--- src/rtl/fp_accum_seq.sv ---
// Initiator-side sequencer for an external fp32 adder: folds LEN elements into
// a running sum through an add_x/add_y/add_z handshake, with a done watchdog.
module fp_accum_seq #(
  parameter int LEN_W   = 8,
  parameter int TIMEOUT = 64
) (
  input  logic             clk,
  input  logic             rst_n,
  input  logic             start,
  input  logic [LEN_W-1:0] len,
  input  logic [31:0]      in_data,
  input  logic             in_valid,
  output logic             in_ready,
  output logic [31:0]      add_x,
  output logic [31:0]      add_y,
  output logic             add_x_rdy,
  output logic             add_y_rdy,
  input  logic [31:0]      add_z,
  input  logic             add_done,
  output logic [31:0]      acc_data,
  output logic             acc_valid,
  output logic             busy,
  output logic             err
);

  localparam int WD_W = $clog2(TIMEOUT + 1);

  typedef enum logic [2:0] {
    ST_IDLE    = 3'd0,
    ST_LOAD    = 3'd1,
    ST_ISSUE   = 3'd2,
    ST_RELEASE = 3'd3,
    ST_FINISH  = 3'd4
  } state_t;

  state_t           state_r, state_nxt_s;
  logic [31:0]      acc_r, acc_nxt_s;
  logic [LEN_W-1:0] remain_r, remain_nxt_s;
  logic [WD_W-1:0]  wd_r, wd_nxt_s;
  logic             in_ready_r, in_ready_nxt_s;
  logic [31:0]      add_x_r, add_x_nxt_s;
  logic [31:0]      add_y_r, add_y_nxt_s;
  logic             rdy_r, rdy_nxt_s;
  logic [31:0]      acc_data_r, acc_data_nxt_s;
  logic             acc_valid_r, acc_valid_nxt_s;
  logic             busy_r, busy_nxt_s;
  logic             err_r, err_nxt_s;
  logic             handshake_s;
  logic             wd_expired_s;

  assign handshake_s  = in_valid && in_ready_r;
  assign wd_expired_s = (wd_r == WD_W'(TIMEOUT - 1));

  // State register
  always_ff @(posedge clk or negedge rst_n) begin
    if (!rst_n) begin
      state_r <= ST_IDLE;
    end else begin
      state_r <= state_nxt_s;
    end
  end

  // Next-state decode
  always_comb begin
    state_nxt_s = state_r;
    case (state_r)
      ST_IDLE: begin
        if (start) begin
          state_nxt_s = (len != {LEN_W{1'b0}}) ? ST_LOAD : ST_FINISH;
        end else begin
          state_nxt_s = ST_IDLE;
        end
      end
      ST_LOAD: begin
        if (handshake_s) begin
          state_nxt_s = ST_ISSUE;
        end else begin
          state_nxt_s = ST_LOAD;
        end
      end
      ST_ISSUE: begin
        if (add_done) begin
          state_nxt_s = ST_RELEASE;
        end else if (wd_expired_s) begin
          state_nxt_s = ST_IDLE;
        end else begin
          state_nxt_s = ST_ISSUE;
        end
      end
      ST_RELEASE: begin
        if (!add_done) begin
          state_nxt_s = (remain_r <= LEN_W'(1)) ? ST_FINISH : ST_LOAD;
        end else if (wd_expired_s) begin
          state_nxt_s = ST_IDLE;
        end else begin
          state_nxt_s = ST_RELEASE;
        end
      end
      ST_FINISH: state_nxt_s = ST_IDLE;
      default:   state_nxt_s = ST_IDLE;
    endcase
  end

  // Next values of the datapath and of every registered output
  always_comb begin
    acc_nxt_s       = acc_r;
    remain_nxt_s    = remain_r;
    wd_nxt_s        = wd_r;
    in_ready_nxt_s  = in_ready_r;
    add_x_nxt_s     = add_x_r;
    add_y_nxt_s     = add_y_r;
    rdy_nxt_s       = rdy_r;
    acc_data_nxt_s  = acc_data_r;
    acc_valid_nxt_s = 1'b0;
    err_nxt_s       = err_r;
    busy_nxt_s      = (state_nxt_s != ST_IDLE);
    case (state_r)
      ST_IDLE: begin
        wd_nxt_s = {WD_W{1'b0}};
        if (start) begin
          acc_nxt_s      = 32'h0000_0000;
          remain_nxt_s   = len;
          err_nxt_s      = 1'b0;
          in_ready_nxt_s = (len != {LEN_W{1'b0}});
        end else begin
          in_ready_nxt_s = 1'b0;
        end
      end
      ST_LOAD: begin
        wd_nxt_s = {WD_W{1'b0}};
        if (handshake_s) begin
          add_y_nxt_s    = in_data;
          add_x_nxt_s    = acc_r;
          in_ready_nxt_s = 1'b0;
          rdy_nxt_s      = 1'b1;
        end else begin
          in_ready_nxt_s = 1'b1;
        end
      end
      ST_ISSUE: begin
        if (add_done) begin
          acc_nxt_s = add_z;
          rdy_nxt_s = 1'b0;
          wd_nxt_s  = {WD_W{1'b0}};
        end else if (wd_expired_s) begin
          // Responder is stuck: report the partial sum and give up
          err_nxt_s       = 1'b1;
          rdy_nxt_s       = 1'b0;
          acc_data_nxt_s  = acc_r;
          acc_valid_nxt_s = 1'b1;
          wd_nxt_s        = {WD_W{1'b0}};
        end else begin
          wd_nxt_s = wd_r + WD_W'(1);
        end
      end
      ST_RELEASE: begin
        if (!add_done) begin
          wd_nxt_s = {WD_W{1'b0}};
          if (remain_r != {LEN_W{1'b0}}) begin
            remain_nxt_s = remain_r - LEN_W'(1);
          end else begin
            remain_nxt_s = remain_r;
          end
          in_ready_nxt_s = (remain_r > LEN_W'(1));
        end else if (wd_expired_s) begin
          err_nxt_s       = 1'b1;
          rdy_nxt_s       = 1'b0;
          acc_data_nxt_s  = acc_r;
          acc_valid_nxt_s = 1'b1;
          wd_nxt_s        = {WD_W{1'b0}};
        end else begin
          wd_nxt_s = wd_r + WD_W'(1);
        end
      end
      ST_FINISH: begin
        acc_data_nxt_s  = acc_r;
        acc_valid_nxt_s = 1'b1;
        wd_nxt_s        = {WD_W{1'b0}};
      end
      default: begin
        rdy_nxt_s      = 1'b0;
        in_ready_nxt_s = 1'b0;
        wd_nxt_s       = {WD_W{1'b0}};
      end
    endcase
  end

  // Datapath and output registers
  always_ff @(posedge clk or negedge rst_n) begin
    if (!rst_n) begin
      acc_r       <= 32'h0000_0000;
      remain_r    <= {LEN_W{1'b0}};
      wd_r        <= {WD_W{1'b0}};
      in_ready_r  <= 1'b0;
      add_x_r     <= 32'h0000_0000;
      add_y_r     <= 32'h0000_0000;
      rdy_r       <= 1'b0;
      acc_data_r  <= 32'h0000_0000;
      acc_valid_r <= 1'b0;
      busy_r      <= 1'b0;
      err_r       <= 1'b0;
    end else begin
      acc_r       <= acc_nxt_s;
      remain_r    <= remain_nxt_s;
      wd_r        <= wd_nxt_s;
      in_ready_r  <= in_ready_nxt_s;
      add_x_r     <= add_x_nxt_s;
      add_y_r     <= add_y_nxt_s;
      rdy_r       <= rdy_nxt_s;
      acc_data_r  <= acc_data_nxt_s;
      acc_valid_r <= acc_valid_nxt_s;
      busy_r      <= busy_nxt_s;
      err_r       <= err_nxt_s;
    end
  end

  assign in_ready  = in_ready_r;
  assign add_x     = add_x_r;
  assign add_y     = add_y_r;
  assign add_x_rdy = rdy_r;
  assign add_y_rdy = rdy_r;
  assign acc_data  = acc_data_r;
  assign acc_valid = acc_valid_r;
  assign busy      = busy_r;
  assign err       = err_r;

endmodule

--- config.mk ---
export PLATFORM = sky130hd
export DESIGN_NAME = fp_accum_seq
export DESIGN_NICKNAME = d
export VERILOG_FILES = /design/src/rtl/fp_accum_seq.sv
export SDC_FILE = /design/constraint.sdc
export NUM_CORES = 1
export LEC_CHECK = 0
export CORE_MARGIN = 3
export CORE_UTILIZATION = 35
export CTS_CLUSTER_DIAMETER = 150
export DETAILED_ROUTE_END_ITERATION = 16
export GPL_ROUTABILITY_DRIVEN = 0
export HOLD_SLACK_MARGIN = 0.1
export PLACE_DENSITY = 0.7
export SLEW_MARGIN = 20
export SYNTH_ARGS = -nofsm -noshare
export SYNTH_HDL_FRONTEND = slang
export SYNTH_SLANG_ARGS = --single-unit
export TNS_END_PERCENT = 5
--- constraint.sdc ---
create_clock -name clk -period 4.4 [get_ports clk]
set_clock_uncertainty 0.15 [all_clocks]
set_input_delay 1.1 -clock clk [delete_from_list [all_inputs] [get_ports clk]]
set_output_delay 1.1 -clock clk [all_outputs]
set_load 0.005 [all_outputs]
==> load_flow_metrics.sql <==
INSERT INTO impl_metrics (metric_group, metric, value, unit) VALUES
('status', 'status', 'completed', ''),
('critical_path', 'worstPathRequired', '4540', 'ps'),
('synth', 'yosys.area_share.xor_xnor', '0.00569', ''),
('clocking', 'htree_num_levels', '4', ''),
('route', 'first_pass_iters', '4', ''),
('sta', 'final_min_period_over_clock_period', '0.639', ''),
('power', 'pwr_density_cell', '634', 'nW/um^2'),
('layout', 'synthToLayoutAreaGrowth', '43.6', '%'),
('synth', 'synthAdderAreaFrac', '0.00975', ''),
('clocking', 'ctsLongestPathBuffers', '2', ''),
('route', 'detail_route.drc_violations', '0', ''),
('place', 'detailed_place_hpwl', '10300', 'um'),
('floorplanning', 'dieArea', '19200', 'sq um'),
('synth', 'synth-main-ff-cell', 'dfrtp_1', ''),
('global_route', 'gr-usage-met3', '0.0579', ''),
('power', 'static-leakage-power', '3.93', 'nW'),
('clocking', 'cts_tree', 'yes', ''),
('layout', 'final_cells', '900', ''),
('synth', 'synth_top_family_by_area', 'multiplexers', ''),
('critical_path', 'startpoint_type', 'input pin', ''),
('route', 'drt_iter0_markers', '151', ''),
('layout', 'num-fill-cells', '1387', ''),
('sta', 'setup_tns', '0', 'ps'),
('clocking', 'clock_sinks', '151', ''),
('floorplanning', 'top_level_ports', '179', ''),
('sta', 'max_slew_margin', '0.506', ''),
('synth', 'synth-seq-cells', '151', ''),
('synth', 'synth_area', '6160', 'sq um'),
('critical_path', 'end_kind', 'flop', ''),
('global_route', 'met1_usage', '0.196', ''),
('sta', 'setup_repair_after_global_routing_missed_its_margin', 'no', ''),
('synth', 'synthMuxAreaShare', '0.177', ''),
('synth', 'postSynth.asyncResetShare', '1.00', ''),
('global_route', 'use_met2', '0.256', ''),
('critical_path', 'worst_ep_arrival_time', '2950', 'ps'),
('route', 'detailroute.via_count', '4306', ''),
('sta', 'layout_min_cycle_time', '2810', 'ps'),
('synth', 'synth.top_cells.by_count', 'dfrtp_1 (151), nand2_1 (80), mux2_1 (74), o21ai_0 (37), mux2_2 (23)', ''),
('layout', 'insertedDiodeCount', '0', ''),
('clocking', 'cts_made_buffers', '17', ''),
('synth', 'synth_top_cells_by_area', 'dfrtp_1 (61%), mux2_1 (14%), nand2_1 (4.9%), mux2_2 (4.2%), o21ai_0 (3.0%)', ''),
('floorplanning', 'initial_core_util', '0.365', ''),
('floorplanning', 'die_width', '139', 'um'),
('sta', 'tightestPinTransition', '741', 'ps'),
('synth', 'synthDistinctLibCells', '47', ''),
('layout', 'multiInputGateArea', '2220', 'sq um'),
('layout', 'drive_gt1_frac', '0.110', ''),
('layout', 'ff_latch_area', '3780', 'sq um'),
('global_route', 'wire_length_of_the_first_global_routing_pass', '24600', 'um'),
('sta', 'final_hold_viol_count', '0', ''),
('route', 'drt-wirelength-per-cell', '16.3', 'um'),
('critical_path', 'criticalPathCategory', 'input pin to flop', ''),
('synth', 'synth_nets', '565', ''),
('sta', 'setup_violations', '0', ''),
('floorplanning', 'core_area', '16900', 'sq um'),
('synth', 'yosysWarningCount', '0', ''),
('global_route', 'globalRoute.busiestLayer', 'met2', ''),
('global_route', 'total_congestion_overflow_after_global_routing', '0', ''),
('clocking', 'ctsHoldBuffers', '0', ''),
('floorplanning', 'dieHeight', '139', 'um'),
('run', 'maxCapViolations', '0', ''),
('sta', 'number_of_max_slew_violations_in_the_final_report', '0', ''),
('clocking', 'clockRootBuffer', 'clkbuf_16', ''),
('synth', 'ys_seq_area_frac', '0.614', ''),
('floorplanning', 'row_count', '47', ''),
('clocking', 'postCtsSetupBuffers', '0', ''),
('power', 'total_power', '0.00560', 'W'),
('clocking', 'cts.clk_slew.worst_paths', '60', 'ps'),
('route', 'wl', '14700', 'um'),
('min_path', 'worstHoldPathCells', '1', ''),
('critical_path', 'reg2regPathDepth', '4', '');
-- state kept, by name (all words and copies together) (netlist names) --
signal,flops
state_r,3
wd_r,7
acc_data,32
busy,1
add_x_rdy,1
remain_r,8
add_y,32
err,1
acc_r,32
add_x,32
in_ready,1
acc_valid,1
-- worst max-delay path: stages --
cell and delay (ps):
clkdlybuf4s50_1 700, nor2b_2 140, nor3b_4 330, a21oi_4 90, buf_4 240, mux2_1 340
-- cell type report --
| type | count | share of cell area |
|---|---|---|
| Clock inverter | 13 | 0.0273 |
| Inverter | 6 | 0.00255 |
| Clock buffer | 19 | 0.0501 |
| Sequential cell | 151 | 0.427 |
| Multi-Input combinational cell | 304 | 0.251 |
| Tap cell | 220 | 0.0311 |
| Timing Repair Buffer | 187 | 0.211 |
-- path summary, 6_finish.rpt --
| path | slack, ps | to | startpoint |
|---|---|---|---|
| max in group asynchronous | 2670 | acc_r[31] | rst_n |
| max | 1590 | acc_data[4] | add_done |
| min reg2reg | 320 | wd_r[0] | wd_r[0] |
| max reg2reg | 1870 | add_x[4] | state_r[0] |
| min in group asynchronous | 590 | acc_data[17] | rst_n |
| min | 320 | wd_r[0] | wd_r[0] |
-- stage by stage --
step	worst slack [ps]	instance area, sq um	hold WS (ps)
2_1_floorplan	2060	6160	280
3_3_place_gp	1190	8160	299
3_5_place_dp	1140	8160	301
4_1_cts	1580	8840	314
5_1_grt	1510	8840	326
6_report	1590	8840	319
-- where the power goes --
group,total (W),switching (W),internal [W]
clock network,0.00167,0.000580,0.00109
logic,0.00174,0.000727,0.00101
registers,0.00219,0.000325,0.00187
total,0.00560,0.00163,0.00397
-- layout by cell type (no fill, tap or decap), types with 2 or more instances in the layout --
cell type | synthesis | layout
a21oi_1 | 7 | 7
a21oi_4 | 1 | 2
a221oi_1 | 2 | 2
a31oi_1 | 2 | 2
and2_1 | 2 | 2
and3_1 | 2 | 2
buf_4 | 3 | 8
bufinv_16 | 0 | 6
clkbuf_16 | 0 | 17
clkdlybuf4s50_1 | 0 | 177
clkinvlp_4 | 0 | 2
dfrtp_1 | 151 | 151
ha_1 | 4 | 4
inv_1 | 6 | 6
inv_6 | 0 | 3
mux2_1 | 74 | 74
mux2_2 | 23 | 23
nand2_1 | 80 | 80
nand2b_1 | 2 | 2
nand3_1 | 4 | 4
nor2_1 | 15 | 15
nor3_1 | 7 | 7
nor3b_4 | 1 | 2
nor4_1 | 8 | 8
o21ai_0 | 37 | 37
o22ai_1 | 6 | 6
o2bb2ai_1 | 2 | 2
or3_1 | 2 | 2
xnor2_1 | 3 | 3
-- layer usage --
| layer | wire length, um | part of all wire |
|---|---|---|
| met1 | 6200 | 0.42 |
| met2 | 7240 | 0.49 |
| met4 | 191 | 0.013 |
| met5 | 0 | 0 |
| met3 | 1050 | 0.071 |
-- cell families (layout without fill, tap and decap cells) --
kind of cell    after synthesis  in the layout
xor+xnor                      4              4
mux                          97             97
fa+ha+maj                     5              5
compound gates               65             65
flops                       151            151
simple gates                133            133
buf+inv                      29            225
Power figures use the tool's default switching activity.
